## src/rtl/uart_rx.sv

```systemverilog
// UART receiver: 2-flop synchronized line, Prescale-times oversampling with 3-sample majority,
// optional even/odd parity, registered one-cycle Data_Valid / Par_Err / Stop_Err strobes.
module uart_rx #(
  parameter int DATA_WIDTH     = 8,
  parameter int PRESCALE_WIDTH = 6
) (
  input  logic                      clk,
  input  logic                      rst_n,
  input  logic                      RX_IN,
  input  logic [PRESCALE_WIDTH-1:0] Prescale,
  input  logic                      Par_En,
  input  logic                      Par_Typ,
  output logic [DATA_WIDTH-1:0]     P_DATA,
  output logic                      Data_Valid,
  output logic                      Par_Err,
  output logic                      Stop_Err,
  output logic                      Busy
);

  localparam int BIT_W = (DATA_WIDTH > 1) ? $clog2(DATA_WIDTH) : 1;
  localparam logic [BIT_W-1:0] LAST_BIT = BIT_W'(DATA_WIDTH - 1);

  typedef enum logic [2:0] {
    IDLE   = 3'd0,
    START  = 3'd1,
    DATA   = 3'd2,
    PARITY = 3'd3,
    STOP   = 3'd4
  } state_t;

  function automatic logic majority3(input logic [2:0] s);
    return (s[0] & s[1]) | (s[0] & s[2]) | (s[1] & s[2]);
  endfunction

  function automatic logic parity_of(input logic [DATA_WIDTH-1:0] d, input logic odd);
    return (^d) ^ odd;
  endfunction

  logic [1:0]                sync_r;
  logic                      rx_s;
  state_t                    state_r, next_state_s;
  logic [PRESCALE_WIDTH-1:0] edge_cnt_r;
  logic [PRESCALE_WIDTH-1:0] half_s;
  logic [BIT_W-1:0]          bit_cnt_r;
  logic [2:0]                samples_r;
  logic [DATA_WIDTH-1:0]     shift_r;
  logic                      par_en_r, par_typ_r, par_mismatch_r;
  logic [DATA_WIDTH-1:0]     p_data_r;
  logic                      data_valid_r, par_err_r, stop_err_r, busy_r;
  logic                      last_s, check_s, maj_s;
  logic                      start_frame_s, shift_en_s, par_check_s, finish_s;

  assign rx_s    = sync_r[1];
  assign half_s  = Prescale >> 1;
  // Counter compares wrap modulo 2^PRESCALE_WIDTH, so illegal Prescale values still terminate.
  assign last_s  = (edge_cnt_r == (Prescale - PRESCALE_WIDTH'(1)));
  assign check_s = (edge_cnt_r == (half_s + PRESCALE_WIDTH'(2)));
  assign maj_s   = majority3(samples_r);

  // Two-flop synchronizer for the asynchronous serial line.
  always_ff @(posedge clk or negedge rst_n) begin
    if (!rst_n) sync_r <= 2'b11;
    else        sync_r <= {sync_r[0], RX_IN};
  end

  // FSM state register.
  always_ff @(posedge clk or negedge rst_n) begin
    if (!rst_n) state_r <= IDLE;
    else        state_r <= next_state_s;
  end

  // Next-state logic and per-bit datapath enables.
  always_comb begin
    next_state_s  = state_r;
    start_frame_s = 1'b0;
    shift_en_s    = 1'b0;
    par_check_s   = 1'b0;
    finish_s      = 1'b0;
    case (state_r)
      IDLE: begin
        if (!rx_s) begin
          next_state_s  = START;
          start_frame_s = 1'b1;
        end else begin
          next_state_s = IDLE;
        end
      end
      START: begin
        if (check_s && maj_s)  next_state_s = IDLE;
        else if (last_s)       next_state_s = DATA;
        else                   next_state_s = START;
      end
      DATA: begin
        if (last_s) begin
          shift_en_s = 1'b1;
          if (bit_cnt_r == LAST_BIT) next_state_s = par_en_r ? PARITY : STOP;
          else                       next_state_s = DATA;
        end else begin
          next_state_s = DATA;
        end
      end
      PARITY: begin
        if (last_s) begin
          par_check_s  = 1'b1;
          next_state_s = STOP;
        end else begin
          next_state_s = PARITY;
        end
      end
      STOP: begin
        if (last_s) begin
          finish_s     = 1'b1;
          next_state_s = IDLE;
        end else begin
          next_state_s = STOP;
        end
      end
      default: next_state_s = IDLE;
    endcase
  end

  // Capture the three mid-bit samples used for majority voting.
  always_ff @(posedge clk or negedge rst_n) begin
    if (!rst_n)                                        samples_r    <= 3'b000;
    else if (edge_cnt_r == (half_s - PRESCALE_WIDTH'(1))) samples_r[0] <= rx_s;
    else if (edge_cnt_r == half_s)                     samples_r[1] <= rx_s;
    else if (edge_cnt_r == (half_s + PRESCALE_WIDTH'(1))) samples_r[2] <= rx_s;
  end

  // Counters, shift register, frame settings and registered output strobes.
  always_ff @(posedge clk or negedge rst_n) begin
    if (!rst_n) begin
      edge_cnt_r     <= {PRESCALE_WIDTH{1'b0}};
      bit_cnt_r      <= {BIT_W{1'b0}};
      shift_r        <= {DATA_WIDTH{1'b0}};
      par_en_r       <= 1'b0;
      par_typ_r      <= 1'b0;
      par_mismatch_r <= 1'b0;
      p_data_r       <= {DATA_WIDTH{1'b0}};
      data_valid_r   <= 1'b0;
      par_err_r      <= 1'b0;
      stop_err_r     <= 1'b0;
      busy_r         <= 1'b0;
    end else begin
      data_valid_r <= 1'b0;
      par_err_r    <= 1'b0;
      stop_err_r   <= 1'b0;
      busy_r       <= (next_state_s != IDLE);
      if (next_state_s == IDLE)  edge_cnt_r <= {PRESCALE_WIDTH{1'b0}};
      else if (state_r == IDLE)  edge_cnt_r <= PRESCALE_WIDTH'(1);
      else if (last_s)           edge_cnt_r <= {PRESCALE_WIDTH{1'b0}};
      else                       edge_cnt_r <= edge_cnt_r + PRESCALE_WIDTH'(1);
      if (start_frame_s) begin
        bit_cnt_r      <= {BIT_W{1'b0}};
        par_en_r       <= Par_En;
        par_typ_r      <= Par_Typ;
        par_mismatch_r <= 1'b0;
      end
      if (shift_en_s) begin
        shift_r   <= {maj_s, shift_r[DATA_WIDTH-1:1]};
        bit_cnt_r <= bit_cnt_r + BIT_W'(1);
      end
      if (par_check_s) par_mismatch_r <= (maj_s != parity_of(shift_r, par_typ_r));
      if (finish_s) begin
        stop_err_r <= ~maj_s;
        par_err_r  <= par_mismatch_r;
        if (maj_s && !par_mismatch_r) begin
          p_data_r     <= shift_r;
          data_valid_r <= 1'b1;
        end
      end
    end
  end

  assign P_DATA     = p_data_r;
  assign Data_Valid = data_valid_r;
  assign Par_Err    = par_err_r;
  assign Stop_Err   = stop_err_r;
  assign Busy       = busy_r;

endmodule

```

## config.mk

```make
export PLATFORM = sky130hd
export DESIGN_NAME = uart_rx
export DESIGN_NICKNAME = d
export VERILOG_FILES = /design/src/rtl/uart_rx.sv
export SDC_FILE = /design/constraint.sdc
export NUM_CORES = 1
export LEC_CHECK = 0
export BUFFER_PORTS_ARGS = -buffer_cell sky130_fd_sc_hd__buf_4
export CORE_AREA = 2 2 101 103
export CTS_BUF_LIST = sky130_fd_sc_hd__clkbuf_16
export CTS_CLUSTER_SIZE = 16
export DETAILED_ROUTE_END_ITERATION = 7
export DIE_AREA = 0 0 103 105
export PLACE_DENSITY = 0.49
export SLEW_MARGIN = 20
export SYNTH_ARGS = -nofsm -noshare
export SYNTH_HDL_FRONTEND = slang
export SYNTH_SLANG_ARGS = --single-unit
```

## constraint.sdc

```tcl
create_clock -name clk -period 3.1 [get_ports clk]
set_clock_uncertainty 0.15 [all_clocks]
set_input_delay 0.31 -clock clk [delete_from_list [all_inputs] [get_ports clk]]
set_output_delay 0.31 -clock clk [all_outputs]
set_load 0.02 [all_outputs]
```

==> key figures, run 1 <==
Timing
  – Final Cycle Share: 0.8539
  – Hold Fails Final Rpt: 0
  – RSZ-0062 raised after global routing: no
  – Finish-stage setup viols: 0
  – Final min period: 2647 ps
  – Max Fclk: 377.8 MHz
  – Slew @ Worst Pin: around 550 ps
  – Headroom to the max-slew limit: 0.6295
  – Pins Over Slew Limit: 0
  – Total Neg Setup Slack: 0 ps
  – Final worst setup slack: 453.1 ps

Placement
  – Setup WS pre-CTS: about 250 ps
  – Port Buffers: 22
  – HPWL Detailed: between 3000 and 4000 µm
  – Placer Congestion: 0.8367
  – Dpl cell area: 0.002644 mm²

Global route
  – Initial antenna violation count: 0
  – Grt total ovfl: 0
  – First-pass GRT wire length: 8045 µm
  – Pin count of the biggest net entering global routing: 41
  – Overall routing resource usage: 0.09444
  – Vias in the first global route: about 1,600

Setup path
  – CP Max Fanout: 7
  – Worst reg-to-reg setup slack: 450 ps
  – Crit. End Element: flip-flop
  – CP required: 3090 ps
  – Setup CP Type: flip-flop to flip-flop
  – Worst Setup Start Kind: flip-flop
  – WP data arrival: 2640 ps

Floorplan
  – Die Footprint: roughly 0.011 mm²
  – Die width: approximately 100 µm
  – I/O pin total: 23
  – Core Region: 0.009639 mm²
  – Initial Util: 0.2451
  – Die height: 105 µm
  – FP Rows: 36

Detailed routing
  – DR WL/cell: 12.43 µm
  – Final WL: between 4000 and 5000 µm
  – Residual DRC: 0
  – Initial DRC Count: 44
  – Antenna viol nets, final: 0
  – Vias per cell: around 4.2
  – Vias post-DR: 1,560
  – First-pass iteration count of the detailed router: 4

Logic synthesis
  – Top FF cell, synth: dfrtp_1
  – Seq cells post-synth: 40
  – Post-Syn Area per Cell: 11.09 µm²
  – Number of synthesized flops with an enable pin: 0
  – Post-Syn Instances: 213
  – Syn Nets: between 200 and 250
  – Synth unique cells: 48
  – Ys async rst share: 1.000
  – Seq/Total Area, Yosys: 0.4248
  – Synth warn: 0
  – Synth Cell Area: 0.002362 mm²

Clocking
  – Clock tree buffer depth: 2
  – Skew-Pair Late Insertion Delay: 280 ps
  – CTS buffer count: 5
  – Num Clock Sinks: 40
  – CTS clk-pin slew, worst paths: around 60 ps
  – H-tree Lvls: 2
  – CTS tree: done
  – CTS root buffer: clkbuf_16

Power and ir drop
  – Internal power: 1.258 mW
  – Net Sw Frac: 0.3225
  – Peak supply drop: 0.3647 mV
  – Pwr dens: 655.9 mW/mm²
  – Total power: 1.857 mW
  – Lkg Pwr: 1.252 nW
  – Clk pwr share: 0.311
  – P_sw: approximately 0.6 mW
  – Sequential power share: 0.381
  – Gate power share: 0.308

Final layout
  – Most common cell after layout, fill and taps aside: dfrtp_1
  – Cell area after layout: 0.002831 mm²
  – Ant diodes: 0
  – Nets: between 200 and 300
  – Most frequent cells in the layout: 38 x dfrtp_1, 25 x buf_4, 23 x xnor2_1
  – Filler cells: 1,025
  – Layout cells sized above 1: 0.2857
  – Area Growth Syn to Fin: 19.86%

Run status
  – Outcome: completed

Job
  – Max-Cap Viols: 0

Worst hold path
  – HP Class: input port to flip-flop
==> repair_timing <==
action,CTS,global route
setup endpoints to repair,0,0
resized for setup,0,0
endpoints found under the hold margin,39,0
hold buffers,2,0
buffers inserted,0,0
==> cell families (layout without fill, tap and decap cells) <==
| logic type | count (synthesis) | in the layout | share of synthesized area |
|---|---|---|---|
| and+or+nand+nor | 63 | 63 | 0.1557 |
| DFF | 40 | 40 | 0.4248 |
| xor gates and xnor gates | 35 | 35 | 0.1298 |
| muxes | 22 | 22 | 0.1043 |
| buffers and inverters | 22 | 47 | 0.04979 |
| AOI/OAI and AO/OA | 20 | 20 | 0.07840 |
| adders and majority gates | 11 | 11 | 0.05720 |
==> stage by stage <==
stage,instances,util,hold slack (ps)
global placement,361,0.2743,171.7
global route,371,0.2937,112.4
CTS,371,0.2937,108.0
detailed placement,361,0.2743,167.1
floorplan,213,-,-135.6
finish,371,0.2937,111.2
==> flip-flops by register name, indices dropped and copies added (netlist names), 2 cells and up <==
signal      cells
shift_r         8
edge_cnt_r      6
P_DATA          8
samples_r       3
state_r         3
sync_r          2
bit_cnt_r       3
==> worst max-delay path: stages, from the launching register on <==
cell      delay (ps)
dfrtp_1          450
xnor2_1          500
xnor2_1          190
nand4_1          170
nor4_2           340
o311ai_4         150
nor4_4           460
nor4_1           100
==> cells in the mapped netlist (2+ instances only) <==
| library cell | count | area (µm²) |
|---|---|---|
| dfrtp_1 | 38 | 950.9 |
| xnor2_1 | 23 | 201.4 |
| mux2_2 | 20 | 225.2 |
| nor2_1 | 14 | 52.55 |
| inv_1 | 12 | 45.04 |
| xor2_1 | 12 | 105.1 |
| nand3_1 | 11 | 55.05 |
| ha_1 | 10 | 125.1 |
| nand2_1 | 7 | 26.28 |
| nor3_1 | 5 | 25.02 |
| buf_2 | 4 | 20.02 |
| buf_6 | 4 | 45.04 |
| nor4_1 | 4 | 25.02 |
| o21ai_0 | 4 | 20.02 |
| and3_1 | 3 | 18.77 |
| nand2b_1 | 3 | 18.77 |
| nand4_1 | 3 | 18.77 |
| a21boi_0 | 2 | 15.01 |
| a21oi_2 | 2 | 17.52 |
| clkbuf_1 | 2 | 7.510 |
| dfstp_2 | 2 | 52.55 |
| o31ai_1 | 2 | 15.01 |
==> path summary, 6_finish.rpt <==
check                                end  cells after the start     startpoint
hold reg to reg                sync_r[1]                      0      sync_r[0]
setup / recovery           edge_cnt_r[5]                      7  edge_cnt_r[4]
hold / removal                 par_typ_r                      2        Par_Typ
max in group asynchronous      sync_r[1]                      2          rst_n
min in group asynchronous      P_DATA[3]                      2          rst_n
setup reg to reg           edge_cnt_r[5]                      7  edge_cnt_r[4]
==> per-layer routing <==
| layer | up-vias | wire length [µm] | part of all wire | track usage |
|---|---|---|---|---|
| met5 | - | 0 | 0 | 0 |
| met4 | 0 | 65 | 0.014 | 0.03102 |
| met3 | 4 | 154 | 0.033 | 0.02207 |
| met2 | 25 | 2031 | 0.44 | 0.1405 |
| met1 | 746 | 2361 | 0.51 | 0.1338 |
| li1 | 785 | - | - | - |
==> power by group through the flow <==
| stage | sequential (mW) | clock (mW) | combinational [mW] |
|---|---|---|---|
| global placement | 0.720 | 0 | 0.580 |
| detailed placement | 0.718 | 0 | 0.576 |
| finish | 0.707 | 0.578 | 0.572 |
| CTS | 0.709 | 0.595 | 0.582 |
| global route | 0.726 | 0.618 | 0.637 |
| floorplan | 0.676 | 0 | 0.483 |
==> layout make-up <==
type                       count  area, µm²  share of cell area
timing repair buffer          27      207.7             0.07335
clock inverter                 3      42.54             0.01502
multi-input combinational    151       1241              0.4384
inverter                      12      45.04             0.01591
clock buffer                   5      125.1             0.04419
tap                          133      166.4             0.05877
sequential                    40       1003              0.3544
No activity file was read; power rests on OpenSTA's default activity.
==> run 2, diff against run 1 <==
==> config.mk (replaced) <==
export PLATFORM = sky130hd
export DESIGN_NAME = uart_rx
export DESIGN_NICKNAME = d
export VERILOG_FILES = /design/src/rtl/uart_rx.sv
export SDC_FILE = /design/constraint.sdc
export NUM_CORES = 1
export LEC_CHECK = 0
export CORE_AREA = 2 2 80 82
export CTS_BUF_LIST = sky130_fd_sc_hd__clkbuf_16
export CTS_CLUSTER_SIZE = 16
export DETAILED_ROUTE_END_ITERATION = 7
export DIE_AREA = 0 0 82 84
export DONT_BUFFER_PORTS = 1
export PLACE_DENSITY = 0.63
export SLEW_MARGIN = 20
export SYNTH_ARGS = -nofsm -noshare
export SYNTH_HDL_FRONTEND = slang
export SYNTH_SLANG_ARGS = --single-unit
==> run 2 against run 1 <==
Effect of this change: final cell count shrank 20%; clock power up 29%; first-iteration DRC count decreased by 48%; utilization increased by 15 points; largest power group is now clock; non-clock buffer count is 19 lower; worst hold slack got worse by 87 ps.
==> key figures, run 2 (same netlist as run 1, synthesis figures left out) <==
Final layout
  – Area Growth Syn to Fin: 13.40%
  – Fin cells: 296 (-20%)
  – Layout cells sized above 1: 0.2237 (-0.06197)
  – Final Util: 0.4395 (+0.1457)
  – Filler cells: 602 (-41%)
  – Register area: 0.001003 mm² (unchanged)
  – Footprint of the multi-input gates: 0.001241 mm² (unchanged)
  – Nets: 239 (-7.4%)
  – Ant diodes: 0 (unchanged)
  – Most frequent cells in the layout: 38 x dfrtp_1, 23 x xnor2_1, 20 x mux2_2
  – Most common cell after layout, fill and taps aside: dfrtp_1

Placement
  – Port Buffers: 0 (-100%)
  – Placed cells: 285 (-21%)
  – HPWL Detailed: 3093 µm (-8.2%)
  – Placer Congestion: 0.7509 (-10%)

Floorplan
  – Die height: 84 µm (-20%)
  – Die Footprint: 0.006888 mm² (-36%)
  – FP Rows: 29 (-19%)
  – Core Region: 0.006096 mm² (-37%)
  – Die width: 82 µm (-20%)
  – Initial Util: 0.3875 (+0.1425)
  – I/O pin total: 23 (unchanged)

Global route
  – Initial antenna violation count: 0 (unchanged)
  – Pin count of the biggest net entering global routing: 41 (unchanged)
  – Grt total ovfl: 0 (unchanged)
  – First-pass GRT wire length: 7790 µm (-3.2%)
  – Vias in the first global route: 1,611 (-0.37%)
  – Overall routing resource usage: 0.1485 (+0.05404)

Timing
  – Final min period: 2606 ps (-40.72 ps)
  – Slew @ Worst Pin: 529.6 ps (-22.11 ps)
  – RSZ-0062 raised after global routing: no
  – Final Cycle Share: 0.8407 (-0.01314)
  – Pins Over Slew Limit: 0 (unchanged)
  – Max Fclk: 383.7 MHz (+1.6%)
  – Headroom to the max-slew limit: 0.6461 (+0.01653)
  – Finish-stage setup viols: 0 (unchanged)
  – Total Neg Setup Slack: 0 ps (unchanged)
  – Hold Fails Final Rpt: 0 (unchanged)

Clocking
  – CTS clk-pin slew, worst paths: 60 ps (about the same)
  – H-tree Lvls: 2 (unchanged)
  – CTS buffer count: 5 (unchanged)
  – CTS root buffer: clkbuf_16
  – Clock tree buffer depth: 2 (unchanged)
  – Num Clock Sinks: 40 (unchanged)
  – Skew-Pair Late Insertion Delay: 280 ps (about the same)
  – CTS tree: done

Setup path
  – Setup CP Type: flip-flop to flip-flop
  – Worst reg-to-reg setup slack: 490 ps (+40 ps)
  – Reg2reg start: edge_cnt_r[4]
  – RR Endpoint: shift_r[0]
  – CP required: 3120 ps (+30 ps)
  – WP data arrival: 2620 ps (-20 ps)
  – CP Max Fanout: 14 (+7)
  – Crit. End Element: flip-flop
  – CP endpoint: shift_r[0]
  – Critical Path Start: edge_cnt_r[4]
  – Worst Setup Start Kind: flip-flop
  – Worst reg2reg path depth: 6 (-1)

Power and ir drop
  – Pwr dens: 751.5 mW/mm² (+15%)
  – Lkg Pwr: 1.183 nW (-5.5%)
  – Peak supply drop: 0.3318 mV (-9.0%)

Detailed routing
  – First-pass iteration count of the detailed router: 4 (unchanged)
  – Residual DRC: 0 (unchanged)
  – DR WL/cell: 14.94 µm (+20%)
  – Initial DRC Count: 23 (-48%)
  – Vias per cell: 5.149 (+22%)
  – Final WL: 4423 µm (-4.1%)
  – Vias post-DR: 1,524 (-2.3%)
  – Antenna viol nets, final: 0 (unchanged)

Worst hold path
  – HP Class: input port to flip-flop

Run status
  – Outcome: completed

Job
  – Max-Cap Viols: 0 (unchanged)
==> run 2: cell count changes in the layout (fill, tap and decap cells not counted) <==
| cell | delta |
|---|---|
| clkinvlp_4 | -1 |
| bufinv_16 | +2 |
| buf_4 | -20 |
| buf_12 | +1 |
| clkinv_2 | -1 |
==> run 2: timing repair <==
action,in CTS,in global routing
gates resized for setup,0,0
buffers inserted,0,0
hold buffers,3,0
endpoints found under the hold margin,41,0
==> run 2: worst min path at each step <==
| stage | from | to | slack [ps] | cells past startpoint |
|---|---|---|---|---|
| 6_report | Par_En | par_en_r | 20 | 1 |
| 5_1_grt | Par_En | par_en_r | 20 | 1 |
| 4_1_cts | Par_En | par_en_r | 20 | 1 |
| 3_5_place_dp | rst_n | P_DATA[2] | -130 | 0 |
| 3_3_place_gp | rst_n | P_DATA[2] | -130 | 0 |
| 2_1_floorplan | rst_n | Busy | -140 | 0 |
==> run 2: area by class of cell <==
class	instances	area share
Multi-Input combinational cell	151	0.4633
Timing Repair Buffer	8	0.02896
Clock inverter	3	0.03363
Tap cell	77	0.03596
Clock buffer	5	0.04671
Sequential cell	40	0.3746
Inverter	12	0.01681
==> run 2: critical path, stage by stage, from the launching register on <==
cell     delay, ps
dfrtp_1        440
xnor2_1        200
a21bo_2        240
a21oi_1        170
and3_1         450
nand2_1        440
mux2_2         410
==> run 2: report_power, final <==
| group | switching, mW | total, mW | internal (mW) |
|---|---|---|---|
| Sequential | 0.113 | 0.721 | 0.608 |
| Clock | 0.201 | 0.743 | 0.542 |
| Combinational | 0.284 | 0.549 | 0.265 |
| Total | 0.597 | 2.01 | 1.42 |
==> run 2: stage by stage <==
step / setup slack, ps / hold WS, ps / power, mW / area [µm²]
after floorplan: 743.8 / -135.6 / 1.159 / 2362
after global placement: 337.7 / -134.6 / 1.246 / 2424
after detailed placement: 306.0 / -134.8 / 1.262 / 2424
after CTS: 456.0 / 18.38 / 2.037 / 2679
after global routing: 253.4 / 17.75 / 2.131 / 2679
final: 493.8 / 24.47 / 2.013 / 2679
==> run 2: layer usage <==
layer / GRT usage / part of all wire / up-vias
met3: 0.04113 / 0.059 / 9
met1: 0.1935 / 0.45 / 742
met5: 0 / 0 / -
met2: 0.2217 / 0.46 / 31
li1: - / - / 742
met4: 0.07727 / 0.028 / 0
==> run 3, diff against run 2 <==
--- a/config.mk
+++ b/config.mk
@@ -5,13 +5,14 @@
 export SDC_FILE = /design/constraint.sdc
 export NUM_CORES = 1
 export LEC_CHECK = 0
-export CORE_AREA = 2 2 80 82
+export ABC_AREA = 1
+export CORE_AREA = 2 2 83 85
 export CTS_BUF_LIST = sky130_fd_sc_hd__clkbuf_16
 export CTS_CLUSTER_SIZE = 16
 export DETAILED_ROUTE_END_ITERATION = 7
-export DIE_AREA = 0 0 82 84
+export DIE_AREA = 0 0 85 87
 export DONT_BUFFER_PORTS = 1
-export PLACE_DENSITY = 0.63
+export PLACE_DENSITY = 0.62
 export SLEW_MARGIN = 20
 export SYNTH_ARGS = -nofsm -noshare
 export SYNTH_HDL_FRONTEND = slang
==> constraint.sdc (replaced) <==
create_clock -name clk -period 2.5 [get_ports clk]
set_clock_uncertainty 0.15 [all_clocks]
set_input_delay 0.25 -clock clk [delete_from_list [all_inputs] [get_ports clk]]
set_output_delay 0.25 -clock clk [all_outputs]
set_load 0.02 [all_outputs]
==> run 3 against run 2 <==
Effect of this change: fmax up 25%; final cell count is 40% higher; die area increased by 7.4%; total power is 14% higher; first-iteration DRC count increased to 3.2 times the previous value; sequential share of layout area fell by 1.9 points; clock power shrank 4.4%; critical path depth rose by 5; clock-buffer cell count unchanged; non-clock buffer count decreased by 2; critical endpoint is now P_DATA[1]; largest cell class unchanged.
==> key figures, run 3 <==
Logic synthesis
  – Synth unique cells: 36 (-25%)
  – Number of synthesized flops with an enable pin: 0 (unchanged)
  – XOR/XNOR Fraction of Synth Area: 0.05556 (-0.07421)
  – Mux cell area share after synthesis: 0 (-0.1043)
  – Synth warn: 0 (unchanged)
  – Syn Nets: 344 (+47%)
  – Adder-Cell Fraction of Synth Area: 0.04960 (-0.007600)
  – Seq cells post-synth: 40 (unchanged)
  – Main combinational cell family by area after synthesis: simple AND/OR/NAND/NOR gates
  – Synth Cell Area: 0.002522 mm² (+6.8%)
  – Complex-gate fraction of the synthesized area: 0.1042 (+0.02578)
  – Post-synth top cells: 94 x nand2_1, 43 x inv_1, 38 x dfrtp_1
  – Post-Syn Area per Cell: 7.809 µm² (-30%)
  – Post-synth top area cell: dfrtp_1
  – Post-Synth Simple-Gate Area: 0.3011 (+0.1454)
  – Top cells by area, synth: dfrtp_1 38%, nand2_1 14%, inv_1 6.4%
  – Post-synth top area share: 0.3770 (-0.02556)
  – Top-count cell post-synth: nand2_1
  – Seq/Total Area, Yosys: 0.3978 (-0.02697)
  – Top FF cell, synth: dfrtp_1
  – Post-Syn Instances: 323 (+52%)
  – Ys async rst share: 1.000 (unchanged)

Placement
  – Placer Congestion: 0.9068 (+21%)
  – HPWL Detailed: 3887 µm (+26%)
  – Setup WS pre-CTS: 321.9 ps (+15.91 ps)
  – Port Buffers: 0 (unchanged)

Clocking
  – CTS buffer count: 5 (unchanged)
  – Skew-Pair Late Insertion Delay: 280 ps (about the same)
  – Num Clock Sinks: 40 (unchanged)
  – CTS root buffer: clkbuf_16
  – Clock tree buffer depth: 2 (unchanged)
  – CTS clk-pin slew, worst paths: 60 ps (about the same)
  – H-tree Lvls: 2 (unchanged)
  – CTS tree: done

Power and ir drop
  – Pwr dens: 815.5 mW/mm² (+8.5%)
  – Lkg Pwr: 1.421 nW (+20%)
  – Peak supply drop: 0.4210 mV (+27%)

Setup path
  – WP data arrival: 2100 ps (-520 ps)
  – Crit. End Element: flip-flop
  – CP Max Fanout: 16 (+2)
  – CP required: 2510 ps (-610 ps)
  – Worst Setup Start Kind: flip-flop
  – Setup CP Type: flip-flop to flip-flop

Final layout
  – Layout cells sized above 1: 0.1411 (-0.08260)
  – Most common cell after layout, fill and taps aside: nand2_1
  – Area Growth Syn to Fin: 11.90%
  – Register area: 0.001003 mm² (unchanged)
  – Final Util: 0.4297 (-0.009736)
  – Nets: 353 (+48%)
  – Most frequent cells in the layout: 94 x nand2_1, 43 x inv_1, 38 x dfrtp_1
  – Filler cells: 648 (+7.6%)
  – Ant diodes: 0 (unchanged)
  – Footprint of the multi-input gates: 0.001287 mm² (+3.7%)

Global route
  – Initial antenna violation count: 0 (unchanged)
  – Vias in the first global route: 1,949 (+21%)
  – First-pass GRT wire length: 8818 µm (+13%)
  – Pin count of the biggest net entering global routing: 41 (unchanged)
  – Grt total ovfl: 0 (unchanged)
  – Overall routing resource usage: 0.1499 (+0.001472)

Floorplan
  – Die Footprint: 0.007395 mm² (+7.4%)
  – Initial Util: 0.3840 (-0.003521)
  – FP Rows: 30 (+3.4%)
  – Die height: 87 µm (+3.6%)
  – Die width: 85 µm (+3.7%)
  – Core Region: 0.006569 mm² (+7.8%)
  – I/O pin total: 23 (unchanged)

Detailed routing
  – Vias per cell: 4.809 (-6.6%)
  – Residual DRC: 0 (unchanged)
  – Initial DRC Count: 74 (+220%)
  – Antenna viol nets, final: 0 (unchanged)
  – DR WL/cell: 12.43 µm (-17%)
  – Final WL: 5135 µm (+16%)
  – First-pass iteration count of the detailed router: 4 (unchanged)
  – Vias post-DR: 1,986 (+30%)

Run status
  – Outcome: completed

Timing
  – Final worst setup slack: 410.4 ps (-83.33 ps)
  – Max Fclk: 478.6 MHz (+25%)
  – Final min period: 2090 ps (-516.7 ps)
  – Hold_ws: 204.9 ps (+180.5 ps)
  – Final Cycle Share: 0.8358 (-0.004895)
  – Headroom to the max-slew limit: 0.6685 (+0.02247)
  – Pins Over Slew Limit: 0 (unchanged)
  – RSZ-0062 raised after global routing: no
  – Hold Fails Final Rpt: 0 (unchanged)
  – Total Neg Setup Slack: 0 ps (unchanged)
  – Finish-stage setup viols: 0 (unchanged)
  – Slew @ Worst Pin: 492.7 ps (-36.97 ps)

Job
  – Max-Cap Viols: 0 (unchanged)

Worst hold path
  – HP Class: flip-flop to flip-flop
## run 3: changes by cell type after synthesis, sizes merged, moves of 4 or more
cell and change:
a21oi +12, buf -4, inv +39, mux2 -21, nand2 +96, nand3 +15, nor2 +5, nor4 -5
o21ai +16, xnor2 -15, xor2 -4
## run 3: logic make-up after synthesis
family	Yosys count
fa+ha+maj	10
xor+xnor	16
buf+inv	55
compound gates	42
flops	40
simple gates	160
## run 3: final timing paths
check	start	endpoint	slack, ps	depth (start not counted)
setup / recovery	edge_cnt_r[0]	P_DATA[1]	410	11
hold / removal	sync_r[0]	sync_r[1]	200	0
setup reg to reg	edge_cnt_r[0]	P_DATA[1]	410	11
hold reg to reg	sync_r[0]	sync_r[1]	200	0
max in group asynchronous	rst_n	sync_r[0]	1660	2
min in group asynchronous	rst_n	par_en_r	280	2
## run 3: what timing repair did
item / in CTS / in global routing
resized for setup: 0 / 0
endpoints found under the hold margin: 43 / 0
hold buffers: 5 / 0
buffers inserted: 0 / 0
## run 3: per-layer routing
layer | vias to the layer above | part of all wire | GRT usage | wire length, µm
met5 | - | 0 | 0 | 0
met4 | 0 | 0.018 | 0.05772 | 92
met3 | 9 | 0.052 | 0.03318 | 265
met2 | 41 | 0.48 | 0.2379 | 2440
met1 | 891 | 0.46 | 0.2005 | 2337
li1 | 1045 | - | - | -
## run 3: where the power goes
group          leakage (nW)  internal, mW  switching [mW]  total, mW
clock network        0.0814         0.468           0.241      0.710
logic                 0.812         0.271           0.447      0.718
registers             0.528         0.748           0.126      0.874
total                  1.42          1.49           0.814       2.30
## run 3: area by class of cell
| cell class | instances | share of cell area |
|---|---|---|
| inverter | 51 | 0.06959 |
| tap | 80 | 0.03546 |
| multi-input combinational | 228 | 0.4561 |
| clock inverter | 3 | 0.01507 |
| clock buffer | 5 | 0.04433 |
| timing repair buffer | 6 | 0.02394 |
| sequential | 40 | 0.3555 |
## run 3: through the flow
step           area [µm²]  total power, mW  std cells
6_report             2823            2.302        413
3_5_place_dp         2595            1.576        400
2_1_floorplan        2522            1.419        323
4_1_cts              2823            2.326        413
5_1_grt              2823            2.473        413
3_3_place_gp         2595            1.563        400
## run 3: critical path, cell delays in order (launching register included)
cell     delay [ps]
dfrtp_1         500
inv_2            70
nand2_1          70
nand2_1          50
nor2_1          140
nand2_1         100
nor2_4          130
nand3_4         140
inv_6           120
nand4_4         260
nand2_1         170
o21ai_2          60
